[src/rtl/mioc_test_pkg.sv]
// Shared types and constants for the MIOC gate-under-test pattern sequencer.
package mioc_test_pkg;

   // Sequencer states
   typedef enum logic [2:0] {
      IDLE   = 3'd0,
      APPLY  = 3'd1,
      SETTLE = 3'd2,
      SAMPLE = 3'd3,
      DONE   = 3'd4
   } mioc_state_e;

   // Expected-z truth tables, bit i = expected z for input pattern i
   localparam logic [7:0] NOR3_TT  = 8'h01;
   localparam logic [7:0] NAND3_TT = 8'h7F;
   localparam logic [1:0] INV_TT   = 2'b01;

   localparam int unsigned SETTLE_CYCLES_DEF = 100;

   // Settle counter width; covers the full legal SETTLE_CYCLES range
   localparam int unsigned CNT_W = 16;

endpackage

[src/rtl/mioc_sync2.sv]
// Two-flop synchroniser for a single asynchronous input.
module mioc_sync2 (
   input  logic clk,
   input  logic rst_n,
   input  logic d,
   output logic q
);

   logic meta;

   // Shift the asynchronous input through two flops
   always_ff @(posedge clk or negedge rst_n) begin
      if (!rst_n) begin
         meta <= 1'b0;
         q    <= 1'b0;
      end else begin
         meta <= d;
         q    <= meta;
      end
   end

endmodule

[src/rtl/mioc_gate_pattern_seq.sv]
// Walks a gate under test through every input pattern, waits a settle
// interval, samples its output and compares against a truth table.
module mioc_gate_pattern_seq
   import mioc_test_pkg::*;
#(
   parameter int unsigned           N_IN          = 3,
   parameter int unsigned           SETTLE_CYCLES = SETTLE_CYCLES_DEF,
   parameter logic [(1<<N_IN)-1:0]  EXPECT        = NOR3_TT
) (
   input  logic                   clk,
   input  logic                   rst_n,
   input  logic                   start,
   output logic [N_IN-1:0]        gate_in,
   input  logic                   z,
   output logic                   busy,
   output logic                   done,
   output logic                   pass,
   output logic [N_IN:0]          err_count,
   output logic [(1<<N_IN)-1:0]   fail_vec,
   output logic                   log_valid,
   output logic [N_IN-1:0]        log_pattern,
   output logic                   log_z,
   output logic                   log_err
);

   localparam int unsigned P  = 1 << N_IN;
   localparam int unsigned EW = N_IN + 1;

   // Reject illegal configurations at elaboration
   if (N_IN < 1 || N_IN > 4) begin : g_bad_n_in
      $error("mioc_gate_pattern_seq: N_IN must be in 1..4");
   end
   if (SETTLE_CYCLES < 3 || SETTLE_CYCLES > 65535) begin : g_bad_settle
      $error("mioc_gate_pattern_seq: SETTLE_CYCLES must be in 3..65535");
   end

   mioc_state_e       state_q, state_d;
   logic [N_IN-1:0]   pat_q, pat_d;
   logic [CNT_W-1:0]  cnt_q, cnt_d;
   logic              z_s;
   logic              mism;

   logic [N_IN-1:0]   gate_in_d;
   logic              busy_d, done_d, pass_d;
   logic [EW-1:0]     err_d;
   logic [P-1:0]      fail_d;
   logic              log_valid_d, log_z_d, log_err_d;
   logic [N_IN-1:0]   log_pattern_d;

   // Bring the gate output into the clk domain
   mioc_sync2 u_sync_z (
      .clk   (clk),
      .rst_n (rst_n),
      .d     (z),
      .q     (z_s)
   );

   // State register
   always_ff @(posedge clk or negedge rst_n) begin
      if (!rst_n) state_q <= IDLE;
      else        state_q <= state_d;
   end

   // Next-state and next-output logic
   always_comb begin
      state_d       = state_q;
      pat_d         = pat_q;
      cnt_d         = cnt_q;
      gate_in_d     = gate_in;
      err_d         = err_count;
      fail_d        = fail_vec;
      log_valid_d   = 1'b0;
      log_pattern_d = log_pattern;
      log_z_d       = log_z;
      log_err_d     = log_err;
      mism          = z_s ^ EXPECT[pat_q];

      case (state_q)
         IDLE, DONE: begin
            if (start) begin
               pat_d     = '0;
               err_d     = '0;
               fail_d    = '0;
               gate_in_d = '0;
               state_d   = APPLY;
            end
         end
         APPLY: begin
            cnt_d   = CNT_W'(SETTLE_CYCLES - 1);
            state_d = SETTLE;
         end
         SETTLE: begin
            if (cnt_q == '0) state_d = SAMPLE;
            else             cnt_d   = cnt_q - CNT_W'(1);
         end
         SAMPLE: begin
            log_valid_d   = 1'b1;
            log_pattern_d = pat_q;
            log_z_d       = z_s;
            log_err_d     = mism;
            if (mism) begin
               err_d         = err_count + EW'(1);
               fail_d[pat_q] = 1'b1;
            end
            if (pat_q == N_IN'(P - 1)) begin
               gate_in_d = '0;
               state_d   = DONE;
            end else begin
               pat_d     = pat_q + N_IN'(1);
               gate_in_d = pat_d;
               state_d   = APPLY;
            end
         end
         default: begin
            gate_in_d = '0;
            state_d   = IDLE;
         end
      endcase

      busy_d = (state_d == APPLY) || (state_d == SETTLE) || (state_d == SAMPLE);
      done_d = (state_d == DONE);
      pass_d = done_d && (err_d == '0);
   end

   // Registered datapath and outputs
   always_ff @(posedge clk or negedge rst_n) begin
      if (!rst_n) begin
         pat_q       <= '0;
         cnt_q       <= '0;
         gate_in     <= '0;
         busy        <= 1'b0;
         done        <= 1'b0;
         pass        <= 1'b0;
         err_count   <= '0;
         fail_vec    <= '0;
         log_valid   <= 1'b0;
         log_pattern <= '0;
         log_z       <= 1'b0;
         log_err     <= 1'b0;
      end else begin
         pat_q       <= pat_d;
         cnt_q       <= cnt_d;
         gate_in     <= gate_in_d;
         busy        <= busy_d;
         done        <= done_d;
         pass        <= pass_d;
         err_count   <= err_d;
         fail_vec    <= fail_d;
         log_valid   <= log_valid_d;
         log_pattern <= log_pattern_d;
         log_z       <= log_z_d;
         log_err     <= log_err_d;
      end
   end

endmodule

[config.mk]
export PLATFORM = sky130hd
export DESIGN_NAME = mioc_gate_pattern_seq
export DESIGN_NICKNAME = d
export VERILOG_FILES = /design/src/rtl/mioc_test_pkg.sv /design/src/rtl/mioc_sync2.sv /design/src/rtl/mioc_gate_pattern_seq.sv
export SDC_FILE = /design/constraint.sdc
export NUM_CORES = 1
export LEC_CHECK = 0
export CORE_UTILIZATION = 35
export CTS_CLUSTER_DIAMETER = 100
export CTS_CLUSTER_SIZE = 25
export DETAILED_ROUTE_END_ITERATION = 8
export GPL_TIMING_DRIVEN = 0
export REMOVE_ABC_BUFFERS = 1
export SLEW_MARGIN = 20
export SYNTH_ARGS = -nofsm -noshare
export SYNTH_HDL_FRONTEND = slang
export SYNTH_SLANG_ARGS = --single-unit
[constraint.sdc]
create_clock -name clk -period 2.15 [get_ports clk]
set_clock_uncertainty 0.15 [all_clocks]
set_input_delay 0.43 -clock clk [delete_from_list [all_inputs] [get_ports clk]]
set_output_delay 0.43 -clock clk [all_outputs]
set_load 0.02 [all_outputs]
==> results.cfg, run 1 <==
[sta]
slew_headroom_pct = 70.1
hold_ws_ps = 205
finalSetupTns_ps = 0
clock.fmax_mhz = 484
min_period_over_period_pct = 96.1
setup_viol = 0
tightestPinTransition_ps = 447
hold_violations = 0
rsz0062_at_grt = yes
setup_slack_ps = 83.2
slew_violations = 0
layout_min_cycle_time_ps = 2070

[critical_path]
cp.depth = 6
cp.required_ps = 2180
cp-startpoint = cnt_q[8]
crit_arrival_ps = 2100
crit_end = cnt_q[15]
critical_path_peak_fanout = 6
crit_type = reg -> reg
path_buf_inv = 1
r2r_end = cnt_q[15]
path_cells = or4_4 > a211oi_4 > buf_4 > nand4b_1 > xor2_1 > nor2_1
rr_worst_depth = 6
slowest_stage = or4_4
ff2ff_setup_slack_ps = 80
timing.rr.start = cnt_q[8]
start_kind = flip-flop
path_delay_family = simple AND/OR/NAND/NOR gates
cp-end-kind = flip-flop
critPathMaxStageDelay_ps = 570

[global_routing]
grt_max_degree = 32
track_usage_pct = 15.2
antenna_found_initial = 0
grt_pass1_vias = 1691
grt-ovfl-total = 0
grt_pass1_wl_mm = 7.88

[final_layout]
area_growth_pct = 25.5
fillCellCount = 581
drive_above_1_share_pct = 18.2
stdcell_area_mm2 = 0.00279
post-route-util_pct = 46.2
diodes = 0
fin_cells = 328
multi_input_area_mm2 = 0.00102
num-nets-final = 263
seq_area_mm2 = 0.00121

[route]
drc = 0
viasPerCell = 5.12
via_count = 1680
wl_per_cell_um = 13.7
final_antenna_net_count = 0
drt_pre_antenna_iters = 4
drt_first_iter_violations = 146
wl_mm = 4.49

[yosys]
synth-xor-area-share_pct = 1.97
synth_edf_count = 0
yosysWarnings = 0
synthSimpleGateAreaFrac_pct = 20.1
synthArstFlopShare_pct = 100
synth_flop_cell = dfrtp_1
synth_cell_type_count = 44
synth_seq_cells = 48
yosys.area_share.adder_pct = 3.38
synth_area_leaders = dfrtp_1 (54%), nand2_1 (5.4%), ha_1 (3.4%), nor2_1 (3.4%), o21ai_0 (3.2%)
synth_mux_area_share_pct = 1.80
synth_top_area_share_pct = 54.1
ys_seq_area_share_pct = 54.1
synth_compound_area_share_pct = 15.6
synth_top_family_by_area = simple AND/OR/NAND/NOR gates
netlist_area_mm2 = 0.00222
yosys.area.top_type = dfrtp_1
syn_area_per_cell_um2 = 10.2
synthesis.instances = 217

[placement]
dp.cells = 313
postPlaceCellArea_mm2 = 0.00256
gp_congestion = 0.718
hpwl_mm = 3.09
place_worst_setup_slack_ps = -316
port_buffers = 27

[pwr]
power.leakage_nw = 1.23
vdd_ir_drop_max_uv = 295
power.total_mw = 1.48
p_per_area_mw_per_mm2 = 530

[run]
maxCapViolCount = 0

[floorplanning]
die_x_um = 81.7
initial_core_util_pct = 36.9
ioPinCount = 28
num_rows = 28
die_h_um = 81.7
core_area_mm2 = 0.00603
die_area_mm2 = 0.00667

[clock_network]
clk_latency_ps = 290
cts_tree = built
cts.clk_slew.worst_paths_ps = 80
cts_sinks = 48
clock-root-buffer = clkbuf_8
cts_htree_levels = 2
clock_path_buffers = 2
numCtsBuffers = 5

[hold_path]
hold_start = u_sync_z.meta
hold_path.class = reg -> reg

[status]
outcome = finished clean
-- worst reg2reg max path, stage by stage, from the launching register on --
cell	delay [ps]
dfrtp_2	450
or4_4	570
a211oi_4	300
buf_4	160
nand4b_1	110
xor2_1	160
nor2_1	60
-- cell type report --
type	instances	share of cell area, %
well taps	75	3.37
flip-flops and latches	48	43.4
inverters	8	1.21
clock inverters	2	0.449
clock buffers	5	2.47
repair buffers	36	12.5
multi-input cells	154	36.6
-- how the worst min path moves through the flow --
stage / end / slack (ps) / cells after the start
floorplan: busy / -20 / 0
global placement: u_sync_z.q / 190 / 0
detailed placement: u_sync_z.q / 190 / 0
CTS: u_sync_z.q / 210 / 0
global route: u_sync_z.q / 220 / 0
finish: u_sync_z.q / 200 / 0
-- power breakdown --
group / switching (mW) / internal [mW] / leakage, nW / total [mW]
sequential: 0.00418 / 0.909 / 0.585 / 0.913
combinational: 0.0337 / 0.0228 / 0.602 / 0.0565
clock: 0.286 / 0.221 / 0.0400 / 0.507
total: 0.324 / 1.15 / 1.23 / 1.48
-- Yosys cell counts, types with 2 or more instances --
master and number:
nor3_1 3, and3_1 3, or2_2 3, xor2_1 3, a32o_1 2, or4_1 2
xnor2_1 2, clkbuf_1 3, nor2b_1 2, nand3_1 5, a21o_1 2, ha_1 6
o21a_1 2, nor3_2 2, nand4_1 2, mux2i_1 4, nand2_1 32, a31oi_1 4
dfrtp_1 48, a41oi_1 2, nor4_1 4, o31ai_1 5, a21oi_1 7, a22o_1 3
o21ai_0 14, buf_2 3, nor2_1 20, o211ai_1 6, inv_1 8
-- placed cells by master (no fill, tap or decap), types with 3 or more instances in the layout --
cell and n:
nor4_1 4, dfrtp_2 7, or2_2 3, mux2i_1 4, inv_1 6, buf_4 7, and3_1 3, nor2_1 19
a22o_1 3, o21ai_0 14, nand3_1 5, clkbuf_8 5, o211ai_1 6, ha_1 6, a31oi_1 4, clkdlybuf4s50_1 26
nand2_1 30, a21oi_1 7, xor2_1 3, dfrtp_1 41, o31ai_1 4
-- layer usage --
metal / vias to the layer above / global-route usage (%) / share of wire, %
met5: - / 0 / 0
li1: 850 / - / -
met2: 20 / 23.5 / 45
met3: 4 / 2.56 / 2.8
met1: 806 / 21.9 / 51
met4: 0 / 4.39 / 1.2
-- cell families (layout without fill, tap and decap cells) --
family | after synthesis | after routing
AOI/OAI and AO/OA | 51 | 51
xor gates and xnor gates | 5 | 5
adders and majority gates | 6 | 6
buffers and inverters | 15 | 51
DFF | 48 | 48
muxes | 4 | 4
and+or+nand+nor | 88 | 88
-- sequential cells by signal (all words and copies together), names as in the netlist --
signal	cells
u_sync_z.q	1
cnt_q	16
log_err	1
done	1
busy	1
pat_q	3
log_valid	1
log_z	1
log_pattern	3
err_count	4
pass	1
state_q	3
fail_vec	8
u_sync_z.meta	1
gate_in	3
-- timing repair --
action                                  CTS  global route
pin swaps                                 1             3
endpoints found under the setup margin   19            15
endpoints found under the hold margin    17             0
hold buffers                              1             0
setup buffers                             2             5
resized for setup                         4            18
Note: power is estimated with default switching activity, not from simulation.
==> run 2, diff against run 1 <==
Settings changed: CORE_UTILIZATION 35 to 54, PLACE_DENSITY set to 0.78.
==> run 2 against run 1 <==
Net effect: cell count fell by 8.8%; combinational power fell by 0.9%; clock power rose by 6.1%; maximum frequency rose by 0.23%; sequential cell count did not move; critical path type unchanged; critical endpoint is now cnt_q[12]; largest cell class unchanged; largest power group unchanged.
==> results.cfg, run 2 (synthesized netlist as in run 1, its figures left out) <==
[final_layout]
drive_above_1_share_pct = 14.7
stdcell_area_mm2 = 0.00271
final_cell_mix = dfrtp_1 (43), nand2_1 (31), clkdlybuf4s50_1 (26)
num-nets-final = 260
largest-register = cnt_q
reg_top3 = cnt_q: 16 flops, fail_vec: 8 flops, err_count: 4 flops
largest_reg_flops = 16
area_growth_pct = 22.1
final_common_cell = dfrtp_1
diodes = 0

[sta]
tightestPinTransition_ps = 620
finalSetupTns_ps = 0
clock.fmax_mhz = 485
setup_viol = 0
slew_violations = 0
layout_min_cycle_time_ps = 2060
min_period_over_period_pct = 95.9
hold_violations = 0
slew_headroom_pct = 58.3

[critical_path]
start_kind = flip-flop
slowest_stage = or4_4
crit_arrival_ps = 2080
path_cells = or4_4 > a211oi_4 > nand2_1 > o211ai_1 > o31ai_1
crit_type = reg -> reg
critPathMaxStageDelay_ps = 560
cp.required_ps = 2170
cp-end-kind = flip-flop
critical_path_peak_fanout = 9

[pwr]
power.leakage_nw = 1.23
vdd_ir_drop_max_uv = 419
p_per_area_mw_per_mm2 = 556

[placement]
hpwl_mm = 3.06
port_buffers = 27
postPlaceCellArea_mm2 = 0.00253
gp_congestion = 0.771

[route]
via_count = 1714
wl_per_cell_um = 14.7
wl_mm = 4.39
viasPerCell = 5.73
drt_pre_antenna_iters = 4
drt_first_iter_violations = 87
final_antenna_net_count = 0
drc = 0

[hold_path]
hold_path.class = reg -> reg

[floorplanning]
initial_core_util_pct = 58.5
ioPinCount = 28
die_h_um = 66.1
die_x_um = 66.1
num_rows = 22
die_area_mm2 = 0.00437
core_area_mm2 = 0.00380

[global_routing]
antenna_found_initial = 0
grt_pass1_vias = 1618
grt_pass1_wl_mm = 7.40
grt_max_degree = 32
grt-ovfl-total = 0
track_usage_pct = 22.5

[run]
maxCapViolCount = 0

[clock_network]
cts.clk_slew.worst_paths_ps = 80
clock-root-buffer = clkbuf_8
cts_sinks = 48
cts_htree_levels = 2
numCtsBuffers = 5
clk_latency_ps = 290
cts_tree = built
clock_path_buffers = 2

[status]
outcome = finished clean
==> run 2: cell type report <==
cell class              count  area [um^2]
repair buffers             33          325
well taps                  48         60.1
clock buffers               8         90.1
multi-input cells         154         1000
fillers                   301         1090
flip-flops and latches     48         1210
inverters                   8         30.0
==> run 2: what timing repair did <==
item / in CTS / in global routing
endpoints found under the setup margin: 12 / 17
cloned: 0 / 0
setup buffers: 0 / 4
resized for setup: 4 / 11
hold buffers: 1 / 0
pin swaps: 0 / 2
endpoints found under the hold margin: 17 / 0
==> run 2: worst max-delay path: cells and delay by family, from the launching register on <==
family | cells | cell delay [ps]
flops | 1 | 470
simple gates | 2 | 720
compound gates | 3 | 600
==> run 2: per-layer routing <==
layer	routed length [um]	up-vias	global-route usage, %
met5	0	-	0
met4	42	0	7.71
met1	2160	830	31.7
li1	-	842	-
met2	2050	37	34.8
met3	146	5	4.31
==> run 2: worst paths after layout <==
check	startpoint	end	depth (start not counted)	slack, ps
setup reg to reg	cnt_q[2]	cnt_q[12]	5	90
hold reg to reg	u_sync_z.meta	u_sync_z.q	0	210
setup / recovery	cnt_q[2]	cnt_q[12]	5	90
hold / removal	u_sync_z.meta	u_sync_z.q	0	210
max in group asynchronous	rst_n	state_q[0]	3	890
min in group asynchronous	rst_n	busy	2	450
==> run 2: metrics by stage <==
step	utilization, %	power (mW)	hold slack [ps]	std cells	setup WS (ps)
CTS	69.6	1.53	211	295	11.0
finish	71.4	1.51	206	299	88.1
detailed placement	66.6	0.986	196	286	-255
floorplan	-	0.946	-15.6	210	127
global route	71.4	1.57	234	299	-79.7
global placement	66.2	0.982	186	285	-787
==> run 2: power by group <==
part / switching, mW / internal (mW)
combinational: 0.0332 / 0.0228
sequential: 0.00419 / 0.909
clock: 0.275 / 0.263
==> run 3, diff against run 2 <==
Settings changed: HOLD_SLACK_MARGIN set to 0.1, SKIP_CTS_REPAIR_TIMING set to 1.
Clock period 2.15 ns to 2 ns, I/O delays scaled along.
==> run 3 against run 2 <==
Net effect: the run now ends with setup timing left; global-route usage rose by 0.066 points; clock power up 7.8%; highest routed layer unchanged; critical endpoint unchanged; power increased by 7.7%; sequential share of layout area is 2.6 points lower; routed wire length grew 12%; sequential cell count did not move; combinational power increased by 7.9%; critical path type unchanged; first-iteration DRC count increased by 62%; cell area is 6.5% higher.
==> results.cfg, run 3 (synthesized netlist as in run 1, its figures left out) <==
[final_layout]
final_common_cell = dfrtp_1
area_growth_pct = 30.1
final_cell_mix = dfrtp_1 (40), nand2_1 (29), clkdlybuf4s50_1 (25)
largest_reg_flops = 16
drive_above_1_share_pct = 24.3
num-nets-final = 276
fin_cells = 315
reg_top3 = cnt_q: 16 flops, fail_vec: 8 flops, err_count: 4 flops
largest-register = cnt_q
diodes = 0
stdcell_area_mm2 = 0.00289
post-route-util_pct = 76.1

[critical_path]
crit_type = reg -> reg
rr_worst_depth = 5
crit_arrival_ps = 2060
critical_path_peak_fanout = 4
start_kind = flip-flop
cp.required_ps = 2020
cp-end-kind = flip-flop

[sta]
setup_slack_ps = -37.1
slew_headroom_pct = 70.4
min_period_over_period_pct = 102
setup_viol = 3
tightestPinTransition_ps = 440
slew_violations = 0
layout_min_cycle_time_ps = 2040
clock.fmax_mhz = 491
rsz0062_at_grt = yes
hold_violations = 0

[route]
wl_per_cell_um = 15.6
drt_pre_antenna_iters = 4
wl_mm = 4.93
via_count = 1818
viasPerCell = 5.77
drt_first_iter_violations = 141
final_antenna_net_count = 0
drc = 0

[placement]
port_buffers = 27
gp_congestion = 0.771
place_worst_setup_slack_ps = -405
hpwl_mm = 3.06
dp.cells = 286
postPlaceCellArea_mm2 = 0.00253

[status]
outcome = complete, but fails checks
violations = setup timing

[pwr]
pwr-share-comb_pct = 3.7
clockPowerShare_pct = 35.8
power.internal_mw = 1.28
p_per_area_mw_per_mm2 = 561
power.leakage_nw = 1.31
vdd_ir_drop_max_uv = 497
switching_power_uw = 339
swShare_pct = 20.9
power_frac_seq_pct = 60.5
power.total_mw = 1.62

[clock_network]
clock_path_buffers = 2
clk_latency_ps = 290
clock-root-buffer = clkbuf_8
cts_sinks = 48
numCtsBuffers = 5
cts.clk_slew.worst_paths_ps = 80
cts_tree = built
cts_htree_levels = 2

[floorplanning]
ioPinCount = 28
die_x_um = 66.1
initial_core_util_pct = 58.5
num_rows = 22
die_h_um = 66.1
die_area_mm2 = 0.00437
core_area_mm2 = 0.00380

[hold_path]
holdPathStages = 0
hold_path.class = reg -> reg

[global_routing]
grt-ovfl-total = 0
track_usage_pct = 22.6
grt_max_degree = 32
grt_pass1_wl_mm = 7.42
grt_pass1_vias = 1617
antenna_found_initial = 0

[run]
maxCapViolCount = 0
==> run 3: final cells by class <==
cell class	count	area, um^2
sequential	48	1210
multi-input combinational	154	1050
fill	267	908
timing repair buffer	49	452
clock buffer	8	90.1
tap	48	60.1
inverter	8	30.0
==> run 3: metrics by stage <==
step | setup TNS (ps) | hold slack (ps)
6_report | -66.8 | 215
5_1_grt | -799 | 234
4_1_cts | -4100 | -113
3_5_place_dp | -4660 | 196
3_3_place_gp | -47570 | 186
2_1_floorplan | -22.8 | -45.6
==> run 3: final timing paths <==
kind                              endpoint           from  slack (ps)
worst max-delay path             cnt_q[12]       cnt_q[9]         -40
worst max register to register   cnt_q[12]       cnt_q[9]         -40
worst min register to register  u_sync_z.q  u_sync_z.meta         210
max in group asynchronous       state_q[0]          rst_n         780
worst min-delay path            u_sync_z.q  u_sync_z.meta         210
min in group asynchronous        cnt_q[13]          rst_n         410
==> run 3: worst max-delay path: stages (launching register included) <==
cell and delay (ps):
dfrtp_1 440, or4_4 550, a211oi_4 310, nand2_1 170, o211ai_1 200, o31ai_1 100
==> run 3: power groups by stage <==
stage	registers, mW	clock network (mW)	logic [mW]
after detailed placement	1.00	0	0.0588
after CTS	0.982	0.597	0.0591
final	0.982	0.580	0.0604
after global placement	1.00	0	0.0544
after floorplan	1.01	0	0.00773
after global routing	0.983	0.634	0.0672
==> run 3: routing by layer <==
layer,routed length [um],track usage [%]
met2,2380,34.9
met3,236,4.31
met1,2250,31.8
met5,0,0
met4,70,7.71
